$ cat src/rtl/poly_mult_mod.sv
// poly_mult_mod: schoolbook multiplier over Z_Q[x]. It accumulates a(x)*b(x) into an
// external accumulator memory. Every coefficient is reduced mod Q on the fly, and the
// product is optionally folded modulo x^P - x - 1.
//
// Latency (start accepted to done):
//   1 (CHECK) + (D+1) (CLEAR) + 3(dega+1)(degb+1) (MAC) + 8*max(0,D-P+1) (FOLD) + 1 (FIN).
//
// Handshake: start is a one-cycle request. It is ignored unless the FSM is idle, so there
// is no backpressure beyond the busy flag.
//
// Optional feature: define RING_REDUCE_EN to build the FOLD state (ring reduction).
//
// Ports:
//   clk, rst              single clock, synchronous active-high reset
//   start, dega, degb     request and operand degrees (sampled on acceptance)
//   busy, done, err, deg  status; err is sticky until the next accepted start
//   a_addr/a_rdata        operand a memory (1-cycle read latency)
//   b_addr/b_rdata        operand b memory (1-cycle read latency)
//   acc_addr/acc_wdata/acc_we/acc_rdata
//                         single-port accumulator memory (1-cycle read latency)
module poly_mult_mod #(
    parameter int COEF_W = 13,
    parameter int ADDR_W = 11,
    parameter int Q      = 5167,
    parameter int P      = 757
) (
    input  logic              clk,
    input  logic              rst,
    input  logic              start,
    input  logic [ADDR_W-1:0] dega,
    input  logic [ADDR_W-1:0] degb,
    output logic              busy,
    output logic              done,
    output logic              err,
    output logic [ADDR_W-1:0] deg,
    output logic [ADDR_W-1:0] a_addr,
    input  logic [COEF_W-1:0] a_rdata,
    output logic [ADDR_W-1:0] b_addr,
    input  logic [COEF_W-1:0] b_rdata,
    output logic [ADDR_W-1:0] acc_addr,
    output logic [COEF_W-1:0] acc_wdata,
    output logic              acc_we,
    input  logic [COEF_W-1:0] acc_rdata
);

    localparam logic [COEF_W:0]   Q_W   = (COEF_W+1)'(Q);
    localparam logic [ADDR_W-1:0] P_MAX = ADDR_W'(P - 1);
    localparam logic [ADDR_W-1:0] A_ONE = ADDR_W'(1);
`ifdef RING_REDUCE_EN
    localparam logic [ADDR_W-1:0] P_W   = ADDR_W'(P);
`endif

    typedef enum logic [2:0] {
        S_IDLE,
        S_CHECK,
        S_CLEAR,
        S_MAC,
`ifdef RING_REDUCE_EN
        S_FOLD,
`endif
        S_FIN
    } state_t;

    state_t            state;
    // Sub-step within a MAC term (0=RD, 1=WT, 2=WR) or within a fold step (0..7).
    logic [2:0]        phase;
    logic [ADDR_W-1:0] dega_r;
    logic [ADDR_W-1:0] degb_r;
    logic [ADDR_W-1:0] d_r;
`ifdef RING_REDUCE_EN
    logic [ADDR_W-1:0] k_r;
    logic [COEF_W-1:0] c_r;
    logic [COEF_W-1:0] fold_sum;
`endif
    logic [COEF_W-1:0] mac_sum;

    // Exact x mod Q by restoring shift-subtract, one bit per step.
    // The remainder stays below Q, so 2r+1 < 2Q fits in COEF_W+1 bits.
    function automatic logic [COEF_W-1:0] mod_q(input logic [2*COEF_W-1:0] x);
        logic [COEF_W:0] r;
        r = '0;
        for (int b = 2*COEF_W-1; b >= 0; b--) begin
            r = {r[COEF_W-1:0], x[b]};
            if (r >= Q_W) begin
                r = r - Q_W;
            end
        end
        return r[COEF_W-1:0];
    endfunction

    // Both inputs are already below Q, so a single conditional subtract suffices.
    function automatic logic [COEF_W-1:0] add_mod(input logic [COEF_W-1:0] x,
                                                  input logic [COEF_W-1:0] y);
        logic [COEF_W:0] s;
        s = {1'b0, x} + {1'b0, y};
        if (s >= Q_W) begin
            s = s - Q_W;
        end
        return s[COEF_W-1:0];
    endfunction

    // Operands may be unreduced, so the full-width product is reduced exactly.
    function automatic logic [COEF_W-1:0] mul_mod(input logic [COEF_W-1:0] x,
                                                  input logic [COEF_W-1:0] y);
        logic [2*COEF_W-1:0] prod;
        prod = {{COEF_W{1'b0}}, x} * {{COEF_W{1'b0}}, y};
        return mod_q(prod);
    endfunction

    // Read data is valid in the WT cycle; the sum is registered straight into acc_wdata.
    assign mac_sum = add_mod(acc_rdata, mul_mod(a_rdata, b_rdata));
`ifdef RING_REDUCE_EN
    assign fold_sum = add_mod(acc_rdata, c_r);
`endif

    always_ff @(posedge clk) begin
        if (rst) begin
            state     <= S_IDLE;
            phase     <= '0;
            busy      <= 1'b0;
            done      <= 1'b0;
            err       <= 1'b0;
            deg       <= '0;
            a_addr    <= '0;
            b_addr    <= '0;
            acc_addr  <= '0;
            acc_wdata <= '0;
            acc_we    <= 1'b0;
            dega_r    <= '0;
            degb_r    <= '0;
            d_r       <= '0;
`ifdef RING_REDUCE_EN
            k_r       <= '0;
            c_r       <= '0;
`endif
        end else begin
            done <= 1'b0;
            case (state)
                S_IDLE: begin
                    if (start) begin
                        busy   <= 1'b1;
                        err    <= 1'b0;
                        dega_r <= dega;
                        degb_r <= degb;
                        state  <= S_CHECK;
                    end
                end

                S_CHECK: begin
                    if (dega_r > P_MAX || degb_r > P_MAX) begin
                        err   <= 1'b1;
                        deg   <= '0;
                        done  <= 1'b1;
                        busy  <= 1'b0;
                        state <= S_FIN;
                    end else begin
                        d_r       <= dega_r + degb_r;
                        acc_addr  <= '0;
                        acc_wdata <= '0;
                        acc_we    <= 1'b1;
                        state     <= S_CLEAR;
                    end
                end

                S_CLEAR: begin
                    if (acc_addr == d_r) begin
                        acc_we   <= 1'b0;
                        a_addr   <= '0;
                        b_addr   <= '0;
                        acc_addr <= '0;
                        phase    <= '0;
                        state    <= S_MAC;
                    end else begin
                        acc_addr <= acc_addr + A_ONE;
                    end
                end

                // acc_addr always tracks a_addr + b_addr (i + j).
                S_MAC: begin
                    case (phase)
                        3'd0: phase <= 3'd1;
                        3'd1: begin
                            acc_wdata <= mac_sum;
                            acc_we    <= 1'b1;
                            phase     <= 3'd2;
                        end
                        default: begin
                            acc_we <= 1'b0;
                            phase  <= 3'd0;
                            if (b_addr == degb_r) begin
                                b_addr <= '0;
                                if (a_addr == dega_r) begin
`ifdef RING_REDUCE_EN
                                    if (d_r >= P_W) begin
                                        k_r      <= d_r;
                                        acc_addr <= d_r;
                                        state    <= S_FOLD;
                                    end else begin
                                        deg   <= d_r;
                                        done  <= 1'b1;
                                        busy  <= 1'b0;
                                        state <= S_FIN;
                                    end
`else
                                    deg   <= d_r;
                                    done  <= 1'b1;
                                    busy  <= 1'b0;
                                    state <= S_FIN;
`endif
                                end else begin
                                    a_addr   <= a_addr + A_ONE;
                                    acc_addr <= a_addr + A_ONE;
                                end
                            end else begin
                                b_addr   <= b_addr + A_ONE;
                                acc_addr <= acc_addr + A_ONE;
                            end
                        end
                    endcase
                end

`ifdef RING_REDUCE_EN
                // x^k = x^(k-P+1) + x^(k-P). Since k <= 2P-2, both targets are below P,
                // so one pass from the top coefficient down leaves no cascade.
                S_FOLD: begin
                    case (phase)
                        3'd0: phase <= 3'd1;
                        3'd1: begin
                            c_r      <= acc_rdata;
                            acc_addr <= k_r - P_W;
                            phase    <= 3'd2;
                        end
                        3'd2: phase <= 3'd3;
                        3'd3: begin
                            acc_wdata <= fold_sum;
                            acc_we    <= 1'b1;
                            phase     <= 3'd4;
                        end
                        3'd4: begin
                            acc_we   <= 1'b0;
                            acc_addr <= acc_addr + A_ONE;
                            phase    <= 3'd5;
                        end
                        3'd5: phase <= 3'd6;
                        3'd6: begin
                            acc_wdata <= fold_sum;
                            acc_we    <= 1'b1;
                            phase     <= 3'd7;
                        end
                        default: begin
                            acc_we <= 1'b0;
                            phase  <= 3'd0;
                            if (k_r == P_W) begin
                                deg   <= P_MAX;
                                done  <= 1'b1;
                                busy  <= 1'b0;
                                state <= S_FIN;
                            end else begin
                                k_r      <= k_r - A_ONE;
                                acc_addr <= k_r - A_ONE;
                            end
                        end
                    endcase
                end
`endif

                // done is high and busy low here; a start in this cycle is deliberately ignored.
                S_FIN: state <= S_IDLE;

                default: state <= S_IDLE;
            endcase
        end
    end

endmodule
$ cat config.mk
export PLATFORM = sky130hd
export DESIGN_NAME = poly_mult_mod
export DESIGN_NICKNAME = d
export VERILOG_FILES = /design/src/rtl/poly_mult_mod.sv
export SDC_FILE = /design/constraint.sdc
export NUM_CORES = 1
export LEC_CHECK = 0
export ABC_CLOCK_PERIOD_IN_PS = 45700
export BUFFER_PORTS_ARGS = -buffer_cell sky130_fd_sc_hd__buf_2
export CAP_MARGIN = 10
export CORE_MARGIN = 5
export CORE_UTILIZATION = 55
export DETAILED_ROUTE_END_ITERATION = 16
export PLACE_DENSITY_LB_ADDON = 0.3
export SLEW_MARGIN = 10
export SYNTH_ARGS = -nofsm -noshare
export SYNTH_HDL_FRONTEND = slang
export SYNTH_SLANG_ARGS = --single-unit
$ cat constraint.sdc
create_clock -name clk -period 45.7 [get_ports clk]
set_input_delay 9.14 -clock clk [delete_from_list [all_inputs] [get_ports clk]]
set_output_delay 9.14 -clock clk [all_outputs]
set_load 0.02 [all_outputs]
==> metrics, run 1 <==
status=complete, no violations; area grow syn2layout=5.31%; Vias/cell=between 6 and 7; top-count cell post-synth=nand2_1; clock root cell=clkbuf_16; vias in the first global route=~19000; area of the multi-input gates=between 0.015 and 0.02 sq mm; R2R Setup Slk=between 40 and 50 ns; initial antenna violation count=0; crit path DAT=around 43 ns; nets@finish=between 3000 and 4000; Setup Skew=roughly 0.011 ns; DIE AREA=~0.042 sq mm; post-synthesis net count=between 3000 and 4000; num rows=roughly 70; Seq/Total Area, Yosys=9.52%; Req. time, crit path=45.97 ns; CP startpoint kind=input port; clock buffer depth=2; TritonRoute pass-1 iters=5; worst hold slack=between 0.4 and 0.5 ns; Hold WC Path Type=reg -> reg; Cells after DPL=3279; H-tree levels=3; slowest stage cell, crit path=nor4b_2; most used cell, CP=ha_1; synth top area cells=fa_1 12%, dfxtp_1 9.5%, ha_1 6.7%; fillers=around 3500; clock-pin slew on the worst setup and hold paths=around 0.070 ns; RSZ-0062 raised after global routing=false; final setup vio count=0; Avg Cell Area, Syn=roughly 7.6 sq um; Worst slew margin=approximately 30%; initial core utilization=about 56%; Top FF cell, synth=dfxtp_1; top cell type's share of synthesized area=11.8%; final core occ=between 50% and 60%; DPL Wire Length=approximately 46 mm; Worst-Skew Late Latency=roughly 0.35 ns; CTS sink count=99; Core Area=0.0375 sq mm; DRC=0; Mapped Cells=between 2000 and 3000; critical setup path kind=in -> reg; register area=0.00198 sq mm; largest net degree at the start of global routing=90; measured slew at the worst slew-check pin=about 1.0 ns; overall routing resource usage=between 20% and 30%; number of synthesized flops with an enable pin=0; IO buf count=between 100 and 150; Distinct cells, synth=137; first-pass GRT wire length=about 95 mm; cts hold-fix bufs=0; post-route minimum period=around 43 ns; detailed-route via count=between 20000 and 25000; flops & latches, synth=99; GPL Wtd Cong=0.944; Routed WL=between 50 and 60 mm; layout cells sized above 1=between 10% and 20%; Crit path largest cell delay=between 0.8 and 0.9 ns; setup TNS=0 ns; max_cap viols=0; Yosys top cell by area=fa_1; most instantiated cells after synthesis=325 x nand2_1, 217 x inv_1, 200 x a21oi_1, 197 x nor2_1, 135 x xnor2_1; crit-path max FO=19; Max Slew Vio Count=0; final cell count without fillers=~3300; remaining global-route overflow=0; synthesized area=~0.021 sq mm; YS warnings=0; die width=roughly 200 um; Tcrit/Tclk final=between 90% and 100%; setup repair bufs after CTS=0; Die Span Y=205 um; drt wl/cell=roughly 17 um; TritonCTS clock tree=done; total CTS buffers=9; CP Capture Type=register; Iter 0 DRT Violations=1523; Max Fclk=about 23 MHz; post-detailed-route count of antenna-violating nets=0; Ports=about 130; Async S/R FF share, synth=0%; diode count=0; final hold vios=0; CTS resizes=0
[logic make-up (layout without fill, tap and decap cells)]
group           after synthesis  in the layout  synth area share [%]
compound gates              748            748                  26.1
xor+xnor                    226            226                  10.2
fa+ha+maj                   236            236                  18.6
buf+inv                     336            367                  6.72
flops                        99             99                  9.52
mux                          72             72                  3.79
simple gates               1036           1036                  25.1
[worst max-delay path, delay by kind of cell]
kind / cells / cell delay (ns)
simple gates: 26 / 5.31
compound gates: 57 / 14.00
fa+ha+maj: 21 / 7.64
buf+inv: 7 / 0.75
mux: 7 / 2.05
xor+xnor: 15 / 3.83
[metrics by stage]
| stage | setup WS (ns) | cell area [sq um] |
|---|---|---|
| 2_1_floorplan | 7.60 | 20800 |
| 3_3_place_gp | 4.70 | 21600 |
| 3_5_place_dp | 3.27 | 21600 |
| 4_1_cts | 3.51 | 21900 |
| 5_1_grt | 0.218 | 21900 |
| 6_report | 3.11 | 21900 |
[sequential cells by signal, summed over array words and instances (netlist names)]
name / flops
degb_r: 11
state: 3
dega_r: 11
a_addr: 11
acc_addr: 11
busy: 1
phase: 2
deg: 11
err: 1
acc_we: 1
d_r: 11
acc_wdata: 13
done: 1
b_addr: 11
[metal layers]
| layer | part of all wire [%] | wire (um) | up-vias | track usage, % |
|---|---|---|---|---|
| li1 | - | - | 9810 | - |
| met4 | 2.6 | 1480 | 0 | 7.94 |
| met3 | 4.8 | 2730 | 104 | 1.85 |
| met5 | 0 | 0 | - | 0 |
| met1 | 43 | 24500 | 9775 | 34.5 |
| met2 | 50 | 28500 | 692 | 46.6 |
[area by class of cell]
type                       count  area share (%)
multi-input combinational   2318            79.5
sequential                    99            9.04
inverter                     217            3.71
timing repair buffer         134            3.17
tap                          511            2.92
clock buffer                  10            1.09
clock inverter                 6           0.531
[cell usage in the layout (no fill, tap or decap), types with 21 or more instances in the layout]
| cell type | n |
|---|---|
| nand2_1 | 325 |
| inv_1 | 217 |
| a21oi_1 | 200 |
| nor2_1 | 197 |
| xnor2_1 | 135 |
| buf_2 | 124 |
| fa_1 | 123 |
| ha_1 | 112 |
| and2_1 | 111 |
| nand3_1 | 105 |
| dfxtp_1 | 99 |
| o21ai_0 | 98 |
| xor2_1 | 78 |
| a21o_1 | 50 |
| nor3_1 | 49 |
| and3_1 | 46 |
| mux2i_1 | 42 |
| nand2b_1 | 31 |
| a211oi_1 | 31 |
| o21ai_1 | 30 |
| nand4_1 | 29 |
| a31oi_1 | 27 |
| o21a_1 | 24 |
| mux2_2 | 22 |
| o211ai_1 | 21 |
[worst paths after layout]
check,from,endpoint,depth (start not counted)
worst max-delay path,a_rdata[3],acc_wdata[11],133
worst min-delay path,deg[6],deg[6],2
worst max register to register,acc_addr[0],a_addr[7],10
worst min register to register,deg[6],deg[6],2
Power of run 1 is left out: the tool's default activity adds up to more than one toggle a clock period on the data nets, which glitch-free logic cannot reach.
==> run 2, diff against run 1 <==
--- a/config.mk
+++ b/config.mk
@@ -7,3 +7,3 @@
 export LEC_CHECK = 0
-export ABC_CLOCK_PERIOD_IN_PS = 45700
+export ABC_CLOCK_PERIOD_IN_PS = 49700
 export BUFFER_PORTS_ARGS = -buffer_cell sky130_fd_sc_hd__buf_2
@@ -13,2 +13,3 @@
 export DETAILED_ROUTE_END_ITERATION = 16
+export GPL_TIMING_DRIVEN = 0
 export PLACE_DENSITY_LB_ADDON = 0.3
==> constraint.sdc (replaced) <==
create_clock -name clk -period 49.7 [get_ports clk]
set_input_delay 4.97 -clock clk [delete_from_list [all_inputs] [get_ports clk]]
set_output_delay 4.97 -clock clk [all_outputs]
set_load 0.02 [all_outputs]
==> run 2 against run 1 <==
Compared with the run above: clock skew grew 0.0019 ns; critical endpoint is now acc_wdata[1]; worst setup slack better by 7.2 ns; routed wire length up 1.5%; cell count grew 3.2%; design area is 2.3% higher; via count increased by 3.3%; critical path depth up 12; highest routed layer is now met5; global-route usage rose by 0.38 points; first-iteration DRC count fell by 5.7%; non-clock buffer count increased by 108.
==> metrics, run 2 (synthesized netlist as in run 1, its figures left out) <==
TritonCTS clock tree=done; most used cell, CP=ha_1; Hold WC Path Type=reg -> reg; Worst-Skew Late Latency=~0.36 ns; clock root cell=clkbuf_16; clock-pin slew on the worst setup and hold paths=approximately 0.070 ns; Crit path largest cell delay=0.58 ns; largest net degree at the start of global routing=16; commonest non-fill, non-tap cell in the layout=nand2_1; most frequent cells in the layout=325 x nand2_1, 217 x inv_1, 200 x a21oi_1; Iter 0 DRT Violations=approximately 1400; initial antenna violation count=1; first-pass GRT wire length=~96 mm; CTS resizes=0; CTS sink count=around 100; Max Slew Vio Count=0; R2R Setup Slk=between 40 and 50 ns; clock buffer depth=2; setup repair bufs after CTS=0; area grow syn2layout=7.77%; max_cap viols=0; die width=between 200 and 250 um; Setup WS pre-CTS=around 10 ns; drt wl/cell=17.1 um; critical setup path kind=in -> reg; DRC=0; Tcrit/Tclk final=around 79%; num rows=71; final cell count without fillers=between 3000 and 4000; Max Fclk=roughly 25 MHz; TritonRoute pass-1 iters=6; Die Span Y=205 um; setup ws final=between 10 and 15 ns; GPL Wtd Cong=between 0.9 and 1; Top reg by flops=acc_wdata; DPL Wire Length=about 48 mm; Routed WL=between 50 and 60 mm; Worst slew margin=24.5%; remaining global-route overflow=0; Core Area=0.0375 sq mm; RSZ-0062 raised after global routing=false; layout cells sized above 1=12.1%; cts hold-fix bufs=0; diode count=0; post-route minimum period=just under 40 ns; max reg flops=13; Vias/cell=6.19; Setup Skew=about 0.013 ns; status=complete, no violations; overall routing resource usage=roughly a quarter; IO buf count=about 120; setup TNS=0 ns; H-tree levels=3; final hold vios=0; Ports=between 100 and 150; CP startpoint kind=input port; Cells after DPL=3387; initial core utilization=around 56%; post-detailed-route count of antenna-violating nets=0; CP Capture Type=register; DIE AREA=0.0419 sq mm; detailed-route via count=21100; measured slew at the worst slew-check pin=about 1.1 ns; final setup vio count=0; crit-path max FO=10; vias in the first global route=approximately 20000; nets@finish=roughly 3200; Req. time, crit path=around 50 ns; slowest stage cell, crit path=o31ai_2; crit path DAT=a little under 40 ns; total CTS buffers=9
run 2: layout make-up:
cell class / instances / area [sq um]
Timing Repair Buffer: 123 / 616
Clock buffer: 10 / 239
Tap cell: 511 / 639
Clock inverter: 5 / 125
Buffer: 119 / 584
Inverter: 217 / 815
Fill cell: 3427 / 15000
Sequential cell: 99 / 1980
Multi-Input combinational cell: 2318 / 17400
run 2: stage by stage:
step                instance area [sq um]  utilization [%]  hold WS, ns
floorplan                           20800                -        0.450
global placement                    22100             58.9        0.437
detailed placement                  22100             58.9        0.446
CTS                                 22400             59.9        0.454
global route                        22400             59.9        0.471
finish                              22400             59.9        0.451
run 2: worst paths after layout:
path / end / from / depth (start not counted)
setup / recovery: acc_wdata[1] / b_rdata[6] / 145
hold / removal: deg[10] / deg[10] / 2
setup reg to reg: a_addr[7] / degb_r[10] / 9
hold reg to reg: deg[10] / deg[10] / 2
run 2: worst max-delay path, delay by kind of cell:
kind | cells | cell delay (ns)
adders and majority gates | 20 | 7.04
AOI/OAI and AO/OA | 55 | 13.02
xor gates and xnor gates | 13 | 2.98
buffers and inverters | 22 | 4.38
muxes | 9 | 2.71
and+or+nand+nor | 26 | 4.38
run 2: metal layers:
layer  part of all wire, %  vias to the layer above  routed length (um)  GRT usage [%]
met2                    50                      718               28900           48.5
met5                 0.012                        -                   7              0
met1                    42                    10200               24700           34.0
met4                   2.9                        2                1670           8.18
li1                      -                    10000                   -              -
met3                   4.9                      130                2850           1.77
Power of run 2 is left out for the same reason.
